--- src/rtl/sv39_ptw.sv ---
// Sv39 page-table walker: walks up to three levels of the page table for one
// TLB miss at a time, issuing one PTE read per level and returning the leaf
// (or faulting) PTE with its level, ASID and a page-fault flag.
module sv39_ptw (
  input  logic        clk_i,
  input  logic        rst_i,
  input  logic [43:0] satp_ppn_i,
  input  logic        req_valid_i,
  input  logic [26:0] req_vpn_i,
  input  logic [15:0] req_asid_i,
  input  logic        req_store_i,
  input  logic        req_fetch_i,
  output logic        ptw_ready_o,
  output logic        resp_valid_o,
  output logic [63:0] resp_pte_o,
  output logic [1:0]  resp_level_o,
  output logic [15:0] resp_asid_o,
  output logic        resp_error_o,
  output logic        mem_req_valid_o,
  output logic [55:0] mem_req_addr_o,
  input  logic        mem_req_ready_i,
  input  logic        mem_resp_valid_i,
  input  logic [63:0] mem_resp_data_i,
  input  logic        flush_i,
  output logic        invalidate_tlb_o
);

  localparam logic [1:0] S_IDLE     = 2'd0;
  localparam logic [1:0] S_MEM_REQ  = 2'd1;
  localparam logic [1:0] S_MEM_WAIT = 2'd2;
  localparam logic [1:0] S_RESP     = 2'd3;

  logic [1:0]  state_q, state_d;
  logic [26:0] vpn_q, vpn_d;
  logic [15:0] asid_q, asid_d;
  logic [43:0] base_q, base_d;
  logic [1:0]  level_q, level_d;
  logic [63:0] rpte_q, rpte_d;
  logic [1:0]  rlevel_q, rlevel_d;
  logic [15:0] rasid_q, rasid_d;
  logic        rerr_q, rerr_d;

  // Access type does not influence the walk; it is only carried for the TLB.
  logic unused_access_type;
  assign unused_access_type = req_store_i ^ req_fetch_i;

  // PTE field decode of the returning memory data.
  logic        pte_v, pte_r, pte_w, pte_x;
  logic [43:0] pte_ppn;
  logic        pte_bad, pte_leaf, pte_misaligned, pte_fault;
  assign pte_v    = mem_resp_data_i[0];
  assign pte_r    = mem_resp_data_i[1];
  assign pte_w    = mem_resp_data_i[2];
  assign pte_x    = mem_resp_data_i[3];
  assign pte_ppn  = mem_resp_data_i[53:10];
  assign pte_bad  = !pte_v || (!pte_r && pte_w);
  assign pte_leaf = pte_r || pte_x;
  // Superpage leaves must have the PPN bits below their page size cleared.
  assign pte_misaligned = pte_leaf &&
                          (((level_q == 2'd2) && (pte_ppn[17:0] != 18'd0)) ||
                           ((level_q == 2'd1) && (pte_ppn[8:0]  != 9'd0)));
  // A pointer at level 0 has nowhere left to go.
  assign pte_fault = pte_bad || pte_misaligned || (!pte_leaf && (level_q == 2'd0));

  // VPN slice indexing the table at the current level.
  logic [8:0] vpn_idx;
  always_comb begin
    case (level_q)
      2'd2:    vpn_idx = vpn_q[26:18];
      2'd1:    vpn_idx = vpn_q[17:9];
      default: vpn_idx = vpn_q[8:0];
    endcase
  end

  assign ptw_ready_o      = (state_q == S_IDLE);
  assign mem_req_valid_o  = (state_q == S_MEM_REQ);
  assign mem_req_addr_o   = (state_q == S_MEM_REQ) ? {base_q, vpn_idx, 3'b000} : 56'd0;
  assign resp_valid_o     = (state_q == S_RESP);
  assign resp_pte_o       = rpte_q;
  assign resp_level_o     = rlevel_q;
  assign resp_asid_o      = rasid_q;
  assign resp_error_o     = rerr_q;
  // Flush only invalidates the TLB; an in-flight walk is left to complete.
  assign invalidate_tlb_o = flush_i;

  // Walk sequencing and response capture.
  always_comb begin
    state_d  = state_q;
    vpn_d    = vpn_q;
    asid_d   = asid_q;
    base_d   = base_q;
    level_d  = level_q;
    rpte_d   = rpte_q;
    rlevel_d = rlevel_q;
    rasid_d  = rasid_q;
    rerr_d   = rerr_q;
    case (state_q)
      S_IDLE: begin
        if (req_valid_i) begin
          vpn_d   = req_vpn_i;
          asid_d  = req_asid_i;
          base_d  = satp_ppn_i;
          level_d = 2'd2;
          state_d = S_MEM_REQ;
        end
      end
      S_MEM_REQ: begin
        if (mem_req_ready_i) state_d = S_MEM_WAIT;
      end
      S_MEM_WAIT: begin
        if (mem_resp_valid_i) begin
          if (pte_fault || pte_leaf) begin
            rpte_d   = mem_resp_data_i;
            rlevel_d = level_q;
            rasid_d  = asid_q;
            rerr_d   = pte_fault;
            state_d  = S_RESP;
          end else begin
            base_d  = pte_ppn;
            level_d = level_q - 2'd1;
            state_d = S_MEM_REQ;
          end
        end
      end
      default: state_d = S_IDLE;
    endcase
  end

  // State registers; reset abandons any walk and clears everything latched.
  always_ff @(posedge clk_i) begin
    if (rst_i) begin
      state_q  <= S_IDLE;
      vpn_q    <= '0;
      asid_q   <= '0;
      base_q   <= '0;
      level_q  <= '0;
      rpte_q   <= '0;
      rlevel_q <= '0;
      rasid_q  <= '0;
      rerr_q   <= 1'b0;
    end else begin
      state_q  <= state_d;
      vpn_q    <= vpn_d;
      asid_q   <= asid_d;
      base_q   <= base_d;
      level_q  <= level_d;
      rpte_q   <= rpte_d;
      rlevel_q <= rlevel_d;
      rasid_q  <= rasid_d;
      rerr_q   <= rerr_d;
    end
  end

endmodule
--- config.mk ---
export PLATFORM = sky130hd
export DESIGN_NAME = sv39_ptw
export DESIGN_NICKNAME = d
export VERILOG_FILES = /design/src/rtl/sv39_ptw.sv
export SDC_FILE = /design/constraint.sdc
export NUM_CORES = 1
export LEC_CHECK = 0
export CORE_MARGIN = 1
export CORE_UTILIZATION = 39
export CTS_CLUSTER_DIAMETER = 120
export CTS_CLUSTER_SIZE = 8
export DETAILED_ROUTE_END_ITERATION = 8
export PLACE_DENSITY = 0.73
export SYNTH_ARGS = -nofsm -noshare
export SYNTH_HDL_FRONTEND = slang
export SYNTH_SLANG_ARGS = --single-unit
--- constraint.sdc ---
create_clock -name clk_i -period 2.1 [get_ports clk_i]
set_clock_uncertainty 0.1 [all_clocks]
set_input_delay 0.42 -clock clk_i [delete_from_list [all_inputs] [get_ports clk_i]]
set_output_delay 0.42 -clock clk_i [all_outputs]
set_load 0.05 [all_outputs]
### Word level (Yosys, flattened, before mapping)

Cells that the tools add are included.

| operators by class | value |
|---|---|
| multipliers | 0 |
| add/subtract/negate cells | 1 |
| divide/modulo/power cells | 0 |
| order comparisons | 0 |
| multiplexer cells | 15 |
| equal/unequal tests | 9 |
| reductions and logical operators | 23 |
| bitwise gates (word level) | 0 |
| shift operators | 0 |

Operator list:

| operator | count |
|---|---|
| 2-to-1 mux 44 bit | 3 |
| one-hot mux 44 bit (2 select lines) | 1 |
| 2-to-1 mux 56 bit | 1 |
| one-hot mux 9 bit (2 select lines) | 1 |
| nonzero test 18 bit | 1 |
| 2-to-1 mux 2 bit | 7 |
| nonzero test 9 bit | 1 |
| == test 2 bit (second input constant) | 3 |
| logical OR 1 bit | 6 |
| inequality test 2 bit (second input constant) | 3 |
| one-hot mux 2 bit (3 select lines) | 1 |
| AND reduction 3 bit | 2 |
| logical AND 1 bit | 5 |
| == test 2 x 1 -> 1 bit (second input constant) | 2 |
| logical NOT 2 bit | 2 |
| one-hot mux 2 bit (2 select lines) | 1 |
| AND reduction 4 bit | 1 |
| logical NOT 1 bit | 3 |
| inequality test 2 x 1 -> 1 bit (second input constant) | 1 |
| AND reduction 2 bit | 1 |
| nonzero test 2 bit | 1 |
| subtractor 2 x 1 -> 2 bit (second input constant) | 1 |

| storage, ports and cells | value |
|---|---|
| bits of input ports | 159 |
| bits in writable memories | 0 |
| memories | 0 |
| memory bits (read-only) | 0 |
| output and inout port bits | 143 |
| bits in latches | 0 |
| flip-flop bits (word level) | 174 |
| logic and storage cells | 57 |

### Logic depth before layout (Yosys ltp)

Gate-level depths: netlist (run 1).

| logic depth | value |
|---|---|
| depth after elaboration | 10 |
| depth in mapped cells | 8 |
| depth with buffers taken out | 6 |

### Worst setup path after synthesis (run 1)

Ideal clock, no wire load.

| timing | value |
|---|---|
| path type | reg2out |
| start | register level_q[0] |
| end | output mem_req_addr_o[11] |
| cell stages (with the launch flop) | 7 |
| slack | -0.927 ns |
| data required time | 1.580 ns |
| path buffers | 2 |
| arrival | 2.507 ns |
| cells stage by stage | dfxtp_1 inv_1 ha_1 clkbuf_1 buf_1 nor2_1 a211oi_1 |

| on the way | value |
|---|---|
| cells in the longest elaborated chain, start to end | 3 |
| elaborated cells between the ends (all ways) | 4 |
| classes of those cells | eq/ne (2); mux (2) |

Ends and longest elaborated chain:

| item | line | source |
|---|---|---|
| from (decl) | 37 | `logic [1:0] level_q, level_d;` |
| from (signal assigned) | 146 | `level_q <= level_d;` |
| == test 2 x 1 -> 1 bit or == test 2 bit (tied branches) | 68 | `case (level_q)` |
| one-hot mux 9 bit (2 select lines) (*) | 68 |  |
| 2-to-1 mux 56 bit (*) | 77 | `assign mem_req_addr_o = (state_q == S_MEM_REQ) ? {base_q, vpn_idx, 3'b000} : 56'd0;` |
| to (decl) | 20 | `output logic [55:0] mem_req_addr_o,` |

Every way passes the cells marked *; elsewhere a longest branch is shown, timed or not.

### Worst setup path after layout (run 1)

| timing | value |
|---|---|
| start | register level_q[0] |
| end | output mem_req_addr_o[5] |

The elaborated chain is that of the path after synthesis.

==> impl_metrics.ini, run 1 <==
[clock_network]
numCtsBuffers = 17
cts.sinks = 174
clk_path_buf_depth = 2
clk_latency_ns = 0.42
htreeDepth = 4
ctsHoldBuffers = 0
cts_root_buffer = clkbuf_16
clkTransAtPathRegs_ns = 0.08
tritoncts = yes

[sta]
tightest_slew_ns = 0.5469
fmax_ghz = 0.4290
rsz0062_at_grt = yes
setup_viol_count_final = 9
layout_min_cycle_time_ns = 2.331
maxSlewHeadroom = 0.6369
final.setup.worst_slack_ns = -0.2309
hold_violations = 0
period_share = 1.110
maxSlewViolCount = 0

[routing]
drc = 0
wire_per_inst_um = 16.33
avgViaCountPerCell = 5.023
num_vias = 7329
ant_nets = 0
drt_iter0_markers = 272
wl_mm = 23.83
drtPass1Iterations = 4

[logic_synthesis]
yosys.area.top_type_share = 0.4725
yosysUniqueCellTypes = 35
ys_seq_area_frac = 0.4725
ys.flop_type = dfxtp_1
async_flop_share = 0
synth-edff-count = 0
yosys-top-cells-area = dfxtp_1 (47%), nand2_1 (13%), a21oi_1 (12%)
ys_warn_count = 0
yosys.area.top_type = dfxtp_1
synth_area_mm2 = 0.007372
postSynthAreaPerCell_um2 = 7.953
synth_cells = 927
synth-seq-cells = 174

[critical_path]
cpLargestDelayFamily = buffers and inverters
crit_buf_inv = 4
endpoint_kind = output port
worstPathRequired_ns = 1.58
arrival_ns = 1.81
crit_slowest_cell = dfxtp_4
critPathKind = reg -> out
path_cells = inv_4 -> ha_4 -> buf_8 -> buf_6 -> a211oi_4 -> buf_12
crit_fanout = 8
max_stage_delay_ns = 0.37
rrSetupSlack_ns = 0.19
crit_path_start_kind = flop

[floorplan]
die_y_um = 139.5
start_util = 0.4035
core_area_mm2 = 0.01827
row_count = 49
die_w_um = 139.5
die_area_mm2 = 0.01946
io_pins = 302

[global_route]
antenna_found_initial = 1
grt_pass1_wl_mm = 36.73
grt_pass1_vias = 7036
grt_max_degree = 60
overflow = 0
grt_usage = 0.2398

[power]
p_int_mw = 6.013
power_frac_comb = 0.204
swShare = 0.2954
power.density_mw_per_mm2 = 687.5
cellLeakagePower_nw = 5.323
p_clk_frac = 0.383
ir_worst_vdd_v = 0.0005144
switching_power_mw = 2.520
p_seq_frac = 0.413

[placed_design]
place_hpwl_mm = 16.16
pre_cts_slack_ns = -0.2396
portBuffers = 294
place_inst = 1414
gp_congestion = 0.8127

[finish]
final_util = 0.6794
final_cells = 1459
mostFrequentLayoutCell = nand2_1
final_cell_mix = nand2_1 (251), a21oi_1 (173), dfxtp_1 (170)
final_net_count = 1378
syn_to_final_growth_pct = 68.36
layout-drive-gt1-share = 0.1766

[min_path]
hold_class = in -> reg

[job]
maxCapViolCount = 0

[run_status]
violations = negative setup slack
outcome = complete, but fails checks
==> metal layers <==
layer	share of wire	GRT usage	vias to the layer above
li1	-	-	3676
met1	0.41	0.2794	3397
met2	0.50	0.4126	224
met3	0.072	0.07605	32
met4	0.025	0.08421	0
met5	0	0	-
==> cell families (layout without fill, tap and decap cells) <==
kind of cell    after synthesis  in the layout  synth area share
other cells                   1              4         0.0005087
simple gates                366            366            0.2222
flops                       174            174            0.4725
buf+inv                      91            391           0.05991
mux                          45             45           0.06110
compound gates              247            247            0.1787
fa+ha+maj                     3              3          0.005092
==> final cells by class <==
type	instances	area, µm²
sequential	174	3496
tap	229	286.5
clock inverter	15	192.7
inverter	6	35.03
multi-input combinational	664	3747
antenna	1	2.502
fill	1518	5858
timing repair buffer	353	4227
clock buffer	17	425.4
==> through the flow <==
stage	power (mW)	cell area, µm²	hold WS (ns)	TNS, ns
after global routing	8.867	12410	0.2975	-2.463
after global placement	5.208	11480	0.3366	-17.16
after CTS	8.533	12190	0.2936	-1.952
after detailed placement	5.227	11480	0.3457	-21.61
final	8.533	12410	0.3012	-1.911
after floorplan	4.447	7531	0.3321	-0.1688
==> Yosys cell counts, types with 6 or more instances <==
master and instances:
and2_1 46, a21oi_1 173, a22oi_1 9, o21ai_0 17
buf_6 8, or3_1 45, nand2_1 251, dfxtp_1 174
buf_2 17, a211oi_1 9, clkbuf_1 54, mux2i_1 45
nor2_1 14, o21ai_1 30, inv_1 6
==> worst paths after layout <==
kind,from,end,cells past startpoint
worst max-delay path,level_q[0]$_SDFFE_PP0P_,mem_req_addr_o[5],6
worst min-delay path,rst_i,base_q[21]$_SDFFE_PP0P_,2
worst max register to register,level_q[1]$_SDFFE_PP0P_,level_q[0]$_SDFFE_PP0P_,7
worst min register to register,resp_pte_o[22]$_SDFFE_PP0P_,resp_pte_o[22]$_SDFFE_PP0P_,2
==> registers in the layout, summed over array words and instances, names as in the netlist <==
| register | cells |
|---|---|
| resp_pte_o | 64 |
| base_q | 44 |
| vpn_q | 27 |
| asid_q | 16 |
| resp_asid_o | 16 |
| level_q | 2 |
| resp_level_o | 2 |
| state_q | 2 |
| resp_error_o | 1 |
==> power by group through the flow <==
stage	clock network [mW]	logic (mW)	registers, mW
after detailed placement	0	1.63	3.60
after global routing	3.47	1.86	3.54
after CTS	3.32	1.69	3.52
after global placement	0	1.62	3.59
after floorplan	0	0.771	3.68
final	3.27	1.74	3.52
==> repair_timing <==
item                                    4_1_cts  5_1_grt
buffers inserted                              7        3
pin swaps                                    10        9
gates cloned                                  2        1
endpoints found under the setup margin      113       48
gates resized for setup                      85       52
No activity file was read; power rests on OpenSTA's default activity.
==> run 2: changes to the inputs <==
CTS_CLUSTER_DIAMETER = 50   (was 120)
==> results of run 2 <==
No change in the layout: final DEF, timing and power equal those of run 1.
==> run 3: changes to the inputs <==
SLEW_MARGIN = 20   (was unset)
==> results of run 3 <==
No change in the layout: final DEF, timing and power equal those of run 1.
